$ cat src/rtl/elevator_pkg.sv
// Shared constants, bit maps and types for the elevator request queue.
//   Hall map  : [5:0] up floors 1..6, [11:6] down floors 2..7
//   Car map   : [7:1] floors 1..7, [8] open, [9] close
//   reqIndex  : 0..11 hall, 12..18 car1, 19..25 car2, 26..32 car3
package elevator_pkg;

    localparam int unsigned NUM_FLOORS    = 7;
    localparam int unsigned NUM_CARS      = 3;

    localparam int unsigned HALL_W        = 12;
    localparam int unsigned CAR_BTN_W     = 9;
    // Offsets inside a car's 9-bit button group (bit 0 == floor 1)
    localparam int unsigned OPEN_OFS      = 7;
    localparam int unsigned CLOSE_OFS     = 8;
    localparam int unsigned NUM_BTNS      = HALL_W + NUM_CARS * CAR_BTN_W;

    // Request index space: hall bits then car floor bits
    localparam int unsigned REQ_HALL_BASE = 0;
    localparam int unsigned REQ_CAR1_BASE = 12;
    localparam int unsigned REQ_CAR2_BASE = 19;
    localparam int unsigned REQ_CAR3_BASE = 26;
    localparam int unsigned NUM_REQ       = HALL_W + NUM_CARS * NUM_FLOORS;
    localparam int unsigned IDX_W         = 6;

    typedef enum logic {
        ST_IDLE  = 1'b0,
        ST_OFFER = 1'b1
    } ann_state_e;

    // Index of the lowest set bit; 0 when none is set
    function automatic logic [IDX_W-1:0] lowest_index(input logic [NUM_REQ-1:0] v);
        logic [IDX_W-1:0] idx;
        idx = '0;
        for (int i = int'(NUM_REQ) - 1; i >= 0; i--) begin
            if (v[i]) begin
                idx = IDX_W'(i);
            end
        end
        return idx;
    endfunction

endpackage

$ cat src/rtl/button_edge_filter.sv
// Single-bit debounce filter with a registered press pulse.
//   clk, rst_n : clock, asynchronous active-low reset
//   raw_i      : raw button level
//   rise_o     : one-cycle pulse in the cycle the filtered level first reads 1
module button_edge_filter #(
    parameter int unsigned FILTER_CYCLES = 2
) (
    input  logic clk,
    input  logic rst_n,
    input  logic raw_i,
    output logic rise_o
);

    localparam int unsigned HIST_W = FILTER_CYCLES - 1;

    logic [HIST_W-1:0]        hist_q;
    logic                     level_q;
    logic                     rise_q;
    logic [FILTER_CYCLES-1:0] window_c;
    logic                     all_hi_c;
    logic                     all_lo_c;

    // Current sample plus the previous FILTER_CYCLES-1 samples
    assign window_c = {hist_q, raw_i};
    assign all_hi_c = &window_c;
    assign all_lo_c = ~|window_c;

    // Level only moves on a fully agreeing window; mixed windows hold it
    always_ff @(posedge clk or negedge rst_n) begin
        if (!rst_n) begin
            hist_q  <= '0;
            level_q <= 1'b0;
            rise_q  <= 1'b0;
        end else begin
            hist_q <= window_c[HIST_W-1:0];
            rise_q <= all_hi_c & ~level_q;
            if (all_hi_c) begin
                level_q <= 1'b1;
            end else if (all_lo_c) begin
                level_q <= 1'b0;
            end
        end
    end

    assign rise_o = rise_q;

endmodule

$ cat src/rtl/elevator_request_queue.sv
// Latches hall/car floor requests from filtered buttons, pulses door
// commands, and announces each new request once over a valid/ready stream.
//   clk, reset           : clock, asynchronous active-low reset
//   newRealFloorButton   : hall button levels (12)
//   newInternalButton1-3 : car button levels [9:1]
//   serveHall, serveCar* : one-cycle clear strobes
//   pendingHall/Car*     : latched pending requests
//   doorOpen/doorClose   : one-cycle door pulses per car [3:1]
//   reqValid/reqIndex/reqReady : new-request announcement handshake
module elevator_request_queue
    import elevator_pkg::*;
#(
    parameter int unsigned FILTER_CYCLES = 2
) (
    input  logic                 clk,
    input  logic                 reset,
    input  logic [11:0]          newRealFloorButton,
    input  logic [9:1]           newInternalButton1,
    input  logic [9:1]           newInternalButton2,
    input  logic [9:1]           newInternalButton3,
    input  logic [11:0]          serveHall,
    input  logic [7:1]           serveCar1,
    input  logic [7:1]           serveCar2,
    input  logic [7:1]           serveCar3,
    output logic [11:0]          pendingHall,
    output logic [7:1]           pendingCar1,
    output logic [7:1]           pendingCar2,
    output logic [7:1]           pendingCar3,
    output logic [3:1]           doorOpen,
    output logic [3:1]           doorClose,
    output logic                 reqValid,
    output logic [5:0]           reqIndex,
    input  logic                 reqReady
);

    logic [NUM_BTNS-1:0] raw_c;
    logic [NUM_BTNS-1:0] rise_c;
    logic [NUM_REQ-1:0]  press_c;
    logic [NUM_REQ-1:0]  serve_c;
    logic [NUM_CARS-1:0] door_open_c;
    logic [NUM_CARS-1:0] door_close_c;

    logic [NUM_REQ-1:0]  pending_q;
    logic [NUM_REQ-1:0]  unrep_q;
    logic [NUM_REQ-1:0]  unrep_d;
    logic [NUM_REQ-1:0]  hs_mask_c;
    logic [NUM_CARS-1:0] door_open_q;
    logic [NUM_CARS-1:0] door_close_q;

    ann_state_e          state_q;
    logic                valid_q;
    logic [IDX_W-1:0]    idx_q;
    logic                hs_c;

    assign raw_c   = {newInternalButton3, newInternalButton2, newInternalButton1, newRealFloorButton};
    assign serve_c = {serveCar3, serveCar2, serveCar1, serveHall};

    // One filter per physical button bit
    for (genvar b = 0; b < int'(NUM_BTNS); b++) begin : g_btn
        button_edge_filter #(
            .FILTER_CYCLES (FILTER_CYCLES)
        ) u_filt (
            .clk    (clk),
            .rst_n  (reset),
            .raw_i  (raw_c[b]),
            .rise_o (rise_c[b])
        );
    end

    // Map button pulses onto request indices and door commands
    assign press_c[REQ_HALL_BASE +: HALL_W] = rise_c[HALL_W-1:0];
    for (genvar c = 0; c < int'(NUM_CARS); c++) begin : g_car
        localparam int unsigned RB = HALL_W + CAR_BTN_W * c;
        localparam int unsigned QB = REQ_CAR1_BASE + NUM_FLOORS * c;
        assign press_c[QB +: NUM_FLOORS] = rise_c[RB +: NUM_FLOORS];
        assign door_open_c[c]            = rise_c[RB + OPEN_OFS];
        assign door_close_c[c]           = rise_c[RB + CLOSE_OFS];
    end

    assign hs_c      = valid_q & reqReady;
    assign hs_mask_c = hs_c ? (NUM_REQ'(1) << idx_q) : '0;

    // New presses are unreported only if not already pending; serve wins
    assign unrep_d = ((unrep_q | (press_c & ~pending_q)) & ~serve_c) & ~hs_mask_c;

    // Request latches and door pulses
    always_ff @(posedge clk or negedge reset) begin
        if (!reset) begin
            pending_q    <= '0;
            unrep_q      <= '0;
            door_open_q  <= '0;
            door_close_q <= '0;
        end else begin
            pending_q    <= (pending_q | press_c) & ~serve_c;
            unrep_q      <= unrep_d;
            door_open_q  <= door_open_c;
            door_close_q <= door_close_c;
        end
    end

    // Announcer: offer lowest unreported index, hold it until accepted
    always_ff @(posedge clk or negedge reset) begin
        if (!reset) begin
            state_q <= ST_IDLE;
            valid_q <= 1'b0;
            idx_q   <= '0;
        end else begin
            case (state_q)
                ST_IDLE: begin
                    if (|unrep_q) begin
                        state_q <= ST_OFFER;
                        valid_q <= 1'b1;
                        idx_q   <= lowest_index(unrep_q);
                    end
                end
                ST_OFFER: begin
                    if (reqReady) begin
                        state_q <= ST_IDLE;
                        valid_q <= 1'b0;
                    end
                end
                default: begin
                    state_q <= ST_IDLE;
                    valid_q <= 1'b0;
                end
            endcase
        end
    end

    assign pendingHall = pending_q[REQ_HALL_BASE +: HALL_W];
    assign pendingCar1 = pending_q[REQ_CAR1_BASE +: NUM_FLOORS];
    assign pendingCar2 = pending_q[REQ_CAR2_BASE +: NUM_FLOORS];
    assign pendingCar3 = pending_q[REQ_CAR3_BASE +: NUM_FLOORS];
    assign doorOpen    = door_open_q;
    assign doorClose   = door_close_q;
    assign reqValid    = valid_q;
    assign reqIndex    = idx_q;

endmodule
$ cat config.mk
export PLATFORM = sky130hd
export DESIGN_NAME = elevator_request_queue
export DESIGN_NICKNAME = d
export VERILOG_FILES = /design/src/rtl/elevator_pkg.sv /design/src/rtl/button_edge_filter.sv /design/src/rtl/elevator_request_queue.sv
export SDC_FILE = /design/constraint.sdc
export NUM_CORES = 1
export LEC_CHECK = 0
export BUFFER_PORTS_ARGS = -buffer_cell sky130_fd_sc_hd__clkbuf_2
export CAP_MARGIN = 15
export CORE_ASPECT_RATIO = 1.2
export CORE_UTILIZATION = 37
export CTS_BUF_LIST = sky130_fd_sc_hd__clkbuf_4
export DETAILED_ROUTE_END_ITERATION = 10
export PLACE_DENSITY = 0.61
export SYNTH_ARGS = -nofsm -noshare
export SYNTH_HDL_FRONTEND = slang
export SYNTH_SLANG_ARGS = --single-unit
$ cat constraint.sdc
create_clock -name clk -period 2.1 [get_ports clk]
set_input_delay 0 -clock clk [delete_from_list [all_inputs] [get_ports clk]]
set_output_delay 0 -clock clk [all_outputs]
set_load 0.01 [all_outputs]
Yosys cells after proc, flatten, opt, wreduce, memory -nomap -nowiden
Index checks and enable logic that the tools add are counted.
W data, S select, Z words.
Word-level totals
  logic and storage cells: 454
  bits in registers: 197
  output and inout bits: 46
  input bits: 75
Operators by class
  multiplexer cells: 118
  shift-type cells: 1
  equality and inequality tests: 41
  bitwise operators: 89
  reduce and logical (&&, ||, !) cells: 81
Operator list (number)
  $mux W6: 33
  $and A33 B33 Y33: 4
  $not A33 Y33: 3
  $mux W1: 82
  $reduce_and A2 Y1: 41
  $ne A2 B1 Y1 const B: 39
  $reduce_or A2 Y1: 39
  $or A33 B33 Y33: 2
  $and A1 B1 Y1: 40
  $not A1 Y1: 40
  $mux W33: 1
  $reduce_or A33 Y1: 1
  $shl A1 B6 Y33 const A: 1
  $ne A2 B2 Y1 const B: 2
  $pmux W1 S2: 2

Depth between registers and ports, before layout
Gate-level depths: netlist of the first run.
  depth after elaboration: 33
  gate-level depth with buffers: 7
  gate-level depth less buffers: 6

Cells and area by module
From an unflattened synthesis of the first run, not the netlist that was laid out.
Unflattened totals
  cells, all modules: 582
  area, all modules: 7691.1 µm²
By module, submodules not included
  button_edge_filter: seq. area each 75.1 µm², instances 39, area each 108.9 µm², cells an instance 6
  elevator_request_queue: seq. area each 2001.9 µm², instances 1, area each 3445.8 µm², cells an instance 348

Worst setup path before layout of the first run
Ideal clock, no wire load.
  kind: register to register
  start: reg unrep_q[18]
  end: reg idx_q[0] (netlist: reqIndex[0])
  arrival: 1535 ps
  required time: 1990 ps
  cell stages (with the launch flop): 8
  path slack: 455 ps
  clock period less this slack: 1645 ps
  path buffers: 1
  library setup time: 110 ps
  cell sequence: dfrtp_1 -> nor4_2 -> nand2_1 -> or2_1 -> o31ai_4 -> buf_6 -> nand2_1 -> o41ai_1
On the way
  longest elaborated chain between the ends: 19
  elaborated cells on any way between the ends: 21
  those cells by class: mux: 19; reduce/logical: 2
Ends and longest elaborated chain
  from (decl): RTL line elevator_request_queue.sv:44  | logic [NUM_REQ-1:0] unrep_q;
  from (signal assigned): RTL line elevator_request_queue.sv:95  | unrep_q <= unrep_d;
  $mux W6 (19 in series): RTL line elevator_pkg.sv:35  | if (v[i]) begin
  to (signal assigned): RTL line elevator_request_queue.sv:113  | idx_q <= lowest_index(unrep_q);
  to (decl): RTL line elevator_request_queue.sv:52  | logic [IDX_W-1:0] idx_q;
Several ways; a longest one is shown, not always the timed one.
A chain may end at the register's enable or synchronous reset.

Worst setup path after layout of the first run
  start: reg unrep_q[29]
  end: reg idx_q[0] (netlist: reqIndex[0])
On the way
  longest elaborated chain between the ends: 30
  elaborated cells on any way between the ends: 32
  those cells by class: mux: 30; reduce/logical: 2
Ends and longest elaborated chain (RTL line)
  $mux W6 (30 in series): elevator_pkg.sv:35
Several ways; a longest one is shown, not always the timed one.

==> impl_metrics.tcl, run 1 <==
set metrics [dict create \
    outcome "complete, no violations" \
    gp_congestion 0.788 \
    netlist_top_cells_area "dfrtp_1 66%, ha_1 6.5%, mux2_2 5.9%, nor2_1 4.5%, nor2b_1 3.4%" \
    ys_types 34 \
    cts.sinks 197 \
    reg2reg_to "reqIndex[0]" \
    synth-edff-count 0 \
    yosys-top-cells-count "197 x dfrtp_1, 89 x nor2_1, 41 x nor2b_1, 39 x ha_1, 39 x mux2_2" \
    grt_max_degree 71 \
    dr.pass1.iters 4 \
    hold_viol 0 \
    r2r-start "unrep_q[29]" \
    antenna_found_initial 1 \
    p_sw_frac 0.309 \
    synth_most_common_cell "dfrtp_1" \
    critPathLaunch "unrep_q[29]" \
    postCtsSetupBuffers 0 \
    synth_nets 698 \
    grt_pass1_vias 5323 \
    dp_cells 968 \
    crit_chain "nor4_2, nand3_1, or2_1, o31ai_4, buf_4, nand2_1, o41ai_1" \
    rsz0062_at_grt "false" \
    crit_end "reqIndex[0]" \
    crit_slowest_cell "dfrtp_1" \
    fin_crit_ns 1.97 \
    grt_first_pass_wirelength_mm 26.7 \
    htreeDepth 4 \
    setup_ws_ns 0.133 \
    worst_pin_slew_ns 0.769 \
    core_area_um2 19700 \
    worstPathArrival_ns 2.44 \
    clk-insertion-delay-late_ns 0.58 \
    crit_family "simple AND/OR/NAND/NOR gates" \
    first_iter_violations 183 \
    cts_root_buf "clkbuf_4" \
    start_util 0.381 \
    avgViaCountPerCell 4.74 \
    required_ns 2.57 \
    cts_buffer_depth 2 \
    wl_mm 16.1 \
    fill_cells 1787 \
    wl_per_cell_um 14.9 \
    setup_viol 0 \
    start_kind "register" \
    slew_violations 0 \
    cts_buffers 17 \
    synth.avg_cell_area_um2 12.8 \
    vias 5107 \
    port_buffers 120 \
    die_x_um 132 \
    grt.overflow.total 0 \
    areaGrowthSynthToFinish_pct 27.6 \
    die-area_um2 20800 \
    synth_warnings 0 \
    ys.flop_type "dfrtp_1" \
    p_per_area_nw_per_um2 826 \
    drtAntennaViolNets 0 \
    clock_power_share 0.246 \
    fin_skew_ns 0.0203 \
    ys_seq_elements 197 \
    dp_hpwl_mm 11.9 \
    hp-class "in2reg" \
    seq_area_frac_synth 0.657 \
    die_y_um 158 \
    fin_util 0.486 \
    path_depth 7 \
    crit_path_max_incr_delay_ns 0.45 \
    critical_path_buf_inv_count 1 \
    layout-drive-gt1-share 0.255 \
    rrSetupSlack_ns 0.13 \
    pwr-share-seq 0.564 \
    clk_pin_slew_ns 0.16 \
    grtUsageTotal 0.169 \
    netlist.area_leader.share 0.657 \
    rows 56 \
    io_pins 121 \
    cts_tree "built" \
    fin_cells 1078 \
    postSynth.asyncResetShare 1.00 \
    dp_slack_ns 0.0422 \
    fin_crit_sh 0.937 \
    leakagePower_uw 0.00462 \
    irDropWorstVdd_mv 0.327 \
    fmax_mhz 508 \
    power.switching_uw 2440 \
    drcViolationCount 0 \
    relSlewSlack 0.486 \
    end_kind "register" \
    power.internal_uw 5450 \
    syn_inst 584 \
    rr_worst_depth 7 \
    final_nets 917 \
    path_class "reg2reg" \
    crit_fanout 7 \
    synth_top_cell_by_area "dfrtp_1" \
    netlist_area_um2 7500 \
    cap_violations 0 \
    comb_power_share 0.191 \
    tns_ns 0 \
]
[layout by cell type (no fill, tap or decap), types with 14 or more instances in the layout]
| cell type | n |
|---|---|
| dfrtp_1 | 197 |
| clkbuf_2 | 119 |
| nor2_1 | 89 |
| dlygate4sd3_1 | 76 |
| nor2b_1 | 41 |
| mux2_2 | 39 |
| ha_1 | 39 |
| inv_1 | 36 |
| a21oi_1 | 35 |
| a211oi_1 | 25 |
| clkbuf_4 | 17 |
| nand2_1 | 14 |
[how the worst min path moves through the flow]
stage | start | depth (start not counted) | to | slack [ns]
after floorplan | reset | 0 | doorClose[1] | -0.30
after global placement | reset | 1 | g_btn[19].u_filt.hist_q | -0.07
after detailed placement | reset | 1 | g_btn[19].u_filt.level_q | -0.07
after CTS | newInternalButton3[9] | 2 | g_btn[38].u_filt.hist_q | 0.002
after global routing | newRealFloorButton[10] | 2 | g_btn[10].u_filt.hist_q | 0.006
final | newInternalButton3[9] | 2 | g_btn[38].u_filt.hist_q | 0.06
[power groups by stage]
stage               clock, µW  sequential (µW)  combinational [µW]
global route             2180             4510                1680
finish                   1940             4450                1510
global placement            0             4490                1350
CTS                      2030             4450                1520
detailed placement          0             4520                1400
floorplan                   0             4500                 776
[registers in the layout, indices dropped and copies added, names as in the netlist, 3 cells and up]
signal and cells:
g_btn.u_filt.hist_q 39, g_btn.u_filt.level_q 39, g_btn.u_filt.rise_o 39, pending_q 33
unrep_q 33, reqIndex 6, doorClose 3, doorOpen 3
[logic make-up after synthesis]
family	after synthesis	share of synthesized area
simple gates	184	0.122
buf+inv	40	0.0210
compound gates	85	0.0756
mux	39	0.0586
flops	197	0.657
fa+ha+maj	39	0.0651
[final cells by class]
| cell class | count | area, µm² | share of cell area |
|---|---|---|---|
| Clock buffer | 17 | 128 | 0.0133 |
| Clock inverter | 15 | 144 | 0.0150 |
| Tap cell | 261 | 327 | 0.0341 |
| Timing Repair Buffer | 204 | 1470 | 0.153 |
| Inverter | 36 | 135 | 0.0141 |
| Sequential cell | 197 | 4930 | 0.515 |
| Antenna cell | 1 | 2.50 | 0.000262 |
| Multi-Input combinational cell | 347 | 2430 | 0.254 |
[what timing repair did]
item / in CTS / in global routing
gates resized for setup: 1 / 2
pin swaps: 0 / 0
endpoints found under the setup margin: 1 / 2
hold endpoints to repair: 382 / 1
hold buffers: 76 / 1
[layer usage]
metal  global-route usage  part of all wire
met1                0.197              0.41
met2                0.296              0.52
met5                    0                 0
met4               0.0781             0.025
met3               0.0410             0.045
[through the flow]
stage | hold slack [ns] | power [µW] | area, µm²
after floorplan | -0.296 | 5270 | 7500
after global placement | -0.0746 | 5850 | 8490
after detailed placement | -0.0672 | 5920 | 8490
after CTS | 0.00188 | 8000 | 9540
after global routing | 0.00649 | 8370 | 9570
final | 0.0624 | 7900 | 9570
Power figures use the tool's default switching activity.
==> inputs of run 2 (changes only) <==
CORE_UTILIZATION = 25   (was 37)
PLACE_DENSITY = 0.47   (was 0.61)
clock period = 2.23 ns   (was 2.1 ns; I/O delays follow)
==> run 2 against run 1 <==
- combinational power down 5%
- non-clock buffer count rose by 13
- sequential share of layout area decreased by 1.5 points
- global-route usage down 4.9 points
- die area up 47%
- largest power group unchanged
==> impl_metrics.tcl, run 2 (same netlist as run 1, synthesis figures left out) <==
set metrics [dict create \
    slew_violations 0 \
    cap_violations 0 \
    die_y_um 192 \
    end_kind "register" \
    rsz0062_at_grt "false" \
    power.internal_uw 5160 \
    reg2reg_to "reqIndex[0]" \
    drtAntennaViolNets 0 \
    min_to "g_btn[1].u_filt.hist_q" \
    start_kind "register" \
    port_buffers 120 \
    dr.pass1.iters 4 \
    drcViolationCount 0 \
    leakagePower_uw 0.00467 \
    irDropWorstVdd_mv 0.311 \
    r2r-start "unrep_q[29]" \
    crit_fanout 7 \
    fin_util 0.334 \
    cts_buffers 17 \
    clk_pin_slew_ns 0.16 \
    avgViaCountPerCell 4.15 \
    tns_ns 0 \
    fin_cells 1219 \
    cts_tree "built" \
    worstPathArrival_ns 2.50 \
    grt_max_degree 45 \
    hp-class "in2reg" \
    vias 5060 \
    start_util 0.254 \
    areaGrowthSynthToFinish_pct 31.4 \
    globalRouteMet2Util 0.201 \
    outcome "complete, no violations" \
    power.switching_uw 2350 \
    fin_crit_ns 2.00 \
    final_common_cell "dfrtp_1" \
    rows 69 \
    rrSetupSlack_ns 0.23 \
    final_nets 930 \
    clk-insertion-delay-late_ns 0.59 \
    hp-start "newRealFloorButton[1]" \
    cts_buffer_depth 2 \
    dp_cells 1099 \
    total_power_uw 7510 \
    wl_mm 17.3 \
    cts_root_buf "clkbuf_4" \
    hold_viol 0 \
    fmax_mhz 500 \
    cts.sinks 197 \
    min_path_cells 2 \
    wl_per_cell_um 14.2 \
    worst_pin_slew_ns 0.668 \
    fin_crit_sh 0.897 \
    p_per_area_nw_per_um2 762 \
    pwr-share-seq 0.559 \
    clock_power_share 0.249 \
    grt.overflow.total 0 \
    dp_hpwl_mm 12.8 \
    first_iter_violations 181 \
    grt_use_met1 0.148 \
    mostFrequentLayoutCells "197 x dfrtp_1, 119 x clkbuf_2, 89 x nor2_1" \
    io_pins 121 \
    comb_power_share 0.192 \
    critPathLaunch "unrep_q[29]" \
    fin_skew_ns 0.0232 \
    grt_first_pass_wirelength_mm 27.7 \
    postCtsSetupBuffers 0 \
    required_ns 2.73 \
    rr_worst_depth 7 \
    antenna_found_initial 1 \
    grtUsageMet3 0.0274 \
    layout-drive-gt1-share 0.250 \
    p_sw_frac 0.313 \
    globalRoute.busiestLayer "met2" \
    htreeDepth 4 \
    die-area_um2 30700 \
    core_area_um2 29500 \
    relSlewSlack 0.553 \
    grt_pass1_vias 5133 \
    grtUsageTotal 0.120 \
    path_class "reg2reg" \
    setup_viol 0 \
    gp_congestion 0.782 \
    die_x_um 160 \
]
[run 2: through the flow]
stage | hold WS [ns] | setup slack (ns) | instance area [µm²]
2_1_floorplan | -0.296 | 0.585 | 7500
3_3_place_gp | -0.00502 | 0.279 | 8680
3_5_place_dp | -0.00546 | 0.214 | 8680
4_1_cts | 0.000319 | 0.197 | 9850
5_1_grt | 0.00839 | 0.0351 | 9850
6_report | 0.0686 | 0.229 | 9850
[run 2: power groups by stage]
stage,logic [µW],clock network (µW),registers [µW]
final,1440,1870,4190
after CTS,1490,2010,4200
after global routing,1630,2130,4250
after detailed placement,1350,0,4270
after floorplan,731,0,4230
after global placement,1360,0,4260
[run 2: final cells by class]
type	instances	area (µm²)
Tap cell	390	488
Timing Repair Buffer	217	1610
Clock buffer	17	128
Antenna cell	1	2.50
Clock inverter	14	143
Multi-Input combinational cell	347	2410
Fill cell	3038	19700
Sequential cell	197	4930
Inverter	36	135
[run 2: per-layer routing]
metal / vias to the layer above / share of wire / routed length (µm)
met1: 2473 / 0.45 / 7810
met5: - / 0 / 0
met4: 0 / 0.019 / 325
met3: 21 / 0.035 / 602
met2: 77 / 0.49 / 8550
li1: 2489 / - / -
[run 2: timing repair]
item	in CTS	in global routing
hold buffers	88	0
gates resized for setup	0	0
endpoints found under the setup margin	0	0
endpoints found under the hold margin	382	0
[run 2: critical path, stage by stage, from the launching register on]
cell and delay, ns:
dfrtp_1 0.45, nor4_1 0.43, nand3_1 0.15, or2_1 0.29, o31ai_4 0.26, buf_4 0.21
nand2_1 0.06, o41ai_1 0.07
[run 2: how the worst max path moves through the flow]
stage	end	slack (ns)
floorplan	reqIndex[0]	0.59
CTS	reqIndex[0]	0.20
global placement	reqIndex[0]	0.28
global route	reqIndex[0]	0.04
finish	reqIndex[0]	0.23
detailed placement	reqIndex[0]	0.21
==> inputs of run 3 (changes only) <==
CORE_MARGIN = 5   (was unset)
clock period = 2.45 ns   (was 2.23 ns; I/O delays follow)
==> run 3 against run 2 <==
- final cell count grew 0.90%
- core utilization up 0.37 points
- cell area up 1.4%
- count of clock-buffer cells in the layout unchanged
- register-to-register slack better by 0.09 ns
- highest routed layer unchanged
- setup slack gained 0.095 ns
- die area grew 9.4%
- critical path depth fell by 2
- sequential share of layout area shrank 0.70 points
- combinational power down 8%
==> impl_metrics.tcl, run 3 (same netlist as run 1, synthesis figures left out) <==
set metrics [dict create \
    die_y_um 200 \
    fill_cells 3009 \
    htreeDepth 4 \
    grt_first_pass_wirelength_mm 28.5 \
    hold_viol 0 \
    io_pins 121 \
    rsz0062_at_grt "false" \
    drtAntennaViolNets 0 \
    grtUsageTotal 0.110 \
    final_common_cell "dfrtp_1" \
    die-area_um2 33600 \
    mostFrequentLayoutCells "197 x dfrtp_1, 119 x clkbuf_2, 101 x dlygate4sd3_1" \
    crit_fanout 11 \
    wl_per_cell_um 14.5 \
    port_buffers 120 \
    clk-insertion-delay-late_ns 0.58 \
    rows 69 \
    leakagePower_uw 0.00474 \
    crit_slowest_cell "nor4_1" \
    fin_crit_ns 2.13 \
    cap_violations 0 \
    layout-drive-gt1-share 0.242 \
    required_ns 2.94 \
    fmax_mhz 470 \
    start_kind "register" \
    cts_resized 0 \
    cts_root_buf "clkbuf_4" \
    setup_ws_ns 0.324 \
    irDropWorstVdd_mv 0.316 \
    relSlewSlack 0.434 \
    final_nets 940 \
    cts_tree "built" \
    crit_path_max_incr_delay_ns 0.52 \
    multi_input_area_um2 2410 \
    vias 5061 \
    start_util 0.253 \
    dr.pass1.iters 4 \
    end_kind "register" \
    worstPathArrival_ns 2.61 \
    areaGrowthSynthToFinish_pct 33.2 \
    worst_pin_slew_ns 0.847 \
    wl_mm 17.8 \
    fin_crit_sh 0.868 \
    clk_pin_slew_ns 0.15 \
    gp_congestion 0.768 \
    dp_slack_ns 0.317 \
    seq_area_um2 4930 \
    core_area_um2 29600 \
    path_class "reg2reg" \
    first_iter_violations 163 \
    p_per_area_nw_per_um2 705 \
    antenna_found_initial 1 \
    cts.sinks 197 \
    tns_ns 0 \
    hp-class "in2reg" \
    setup_viol 0 \
    cts_buffers 17 \
    drcViolationCount 0 \
    crit_chain "nor4_1, nand4_1, o31ai_4, a311oi_1, a21o_1" \
    avgViaCountPerCell 4.11 \
    die_x_um 168 \
    grt.overflow.total 0 \
    cts_buffer_depth 2 \
    slew_violations 0 \
    fin_skew_ns 0.0197 \
    outcome "complete, no violations" \
    grt_max_degree 67 \
    dp_hpwl_mm 13.0 \
    grt_pass1_vias 5218 \
]
-- run 3: cell count changes in the layout (fill, tap and decap cells not counted) --
cell,delta
buf_16,-1
clkinvlp_4,-4
bufinv_16,+2
dlygate4sd3_1,+14
clkinv_1,+1
clkinv_4,+3
inv_8,-1
buf_4,-3
-- run 3: repair_timing --
action	in CTS	in global routing
hold buffers	101	0
endpoints found under the hold margin	382	0
buffers inserted	0	0
-- run 3: layer usage --
layer,vias to the layer above,track usage,routed length [µm]
met5,-,0,0
met4,0,0.0361,240
met3,14,0.0295,741
met2,91,0.184,8780
met1,2449,0.139,8010
li1,2507,-,-
-- run 3: metrics by stage --
step	instances	instance area, µm²	power [µW]	hold slack [ns]	utilization
3_3_place_gp	1096	8660	5100	-0.107	0.292
5_1_grt	1230	9990	7510	0.0143	0.337
2_1_floorplan	584	7500	4520	-0.296	-
4_1_cts	1229	9990	7220	0.000362	0.337
3_5_place_dp	1096	8660	5110	-0.109	0.292
6_report	1230	9990	7050	0.0821	0.337
-- run 3: power breakdown --
group          total, µW  internal [µW]  leakage [µW]  switching [µW]
Sequential          3810           3560       0.00253             255
Combinational       1320            607       0.00204             713
Clock               1920            739      0.000173            1180
-- run 3: worst max-delay path, delay by kind of cell (launching register included) --
family	cells	cell delay [ns]
compound gates	3	0.78
flops	1	0.46
simple gates	2	0.81
-- run 3: cell type report --
class	instances	share of cell area
sequential	197	0.494
antenna	1	0.000251
multi-input combinational	347	0.241
timing repair buffer	227	0.170
tap	390	0.0489
inverter	36	0.0135
clock inverter	15	0.0192
clock buffer	17	0.0128
-- run 3: path summary, 6_finish.rpt --
check / endpoint / cells past startpoint / slack [ns] / start
worst max-delay path: reqIndex[3] / 5 / 0.32 / unrep_q[3]
worst min-delay path: g_btn[5].u_filt.hist_q / 2 / 0.08 / newRealFloorButton[5]
worst max register to register: reqIndex[3] / 5 / 0.32 / unrep_q[3]
worst min register to register: doorOpen[3] / 0 / 0.37 / g_btn[37].u_filt.rise_o
max in group asynchronous: g_btn[15].u_filt.level_q / 4 / 0.70 / reset
min in group asynchronous: pending_q[20] / 4 / 0.53 / reset
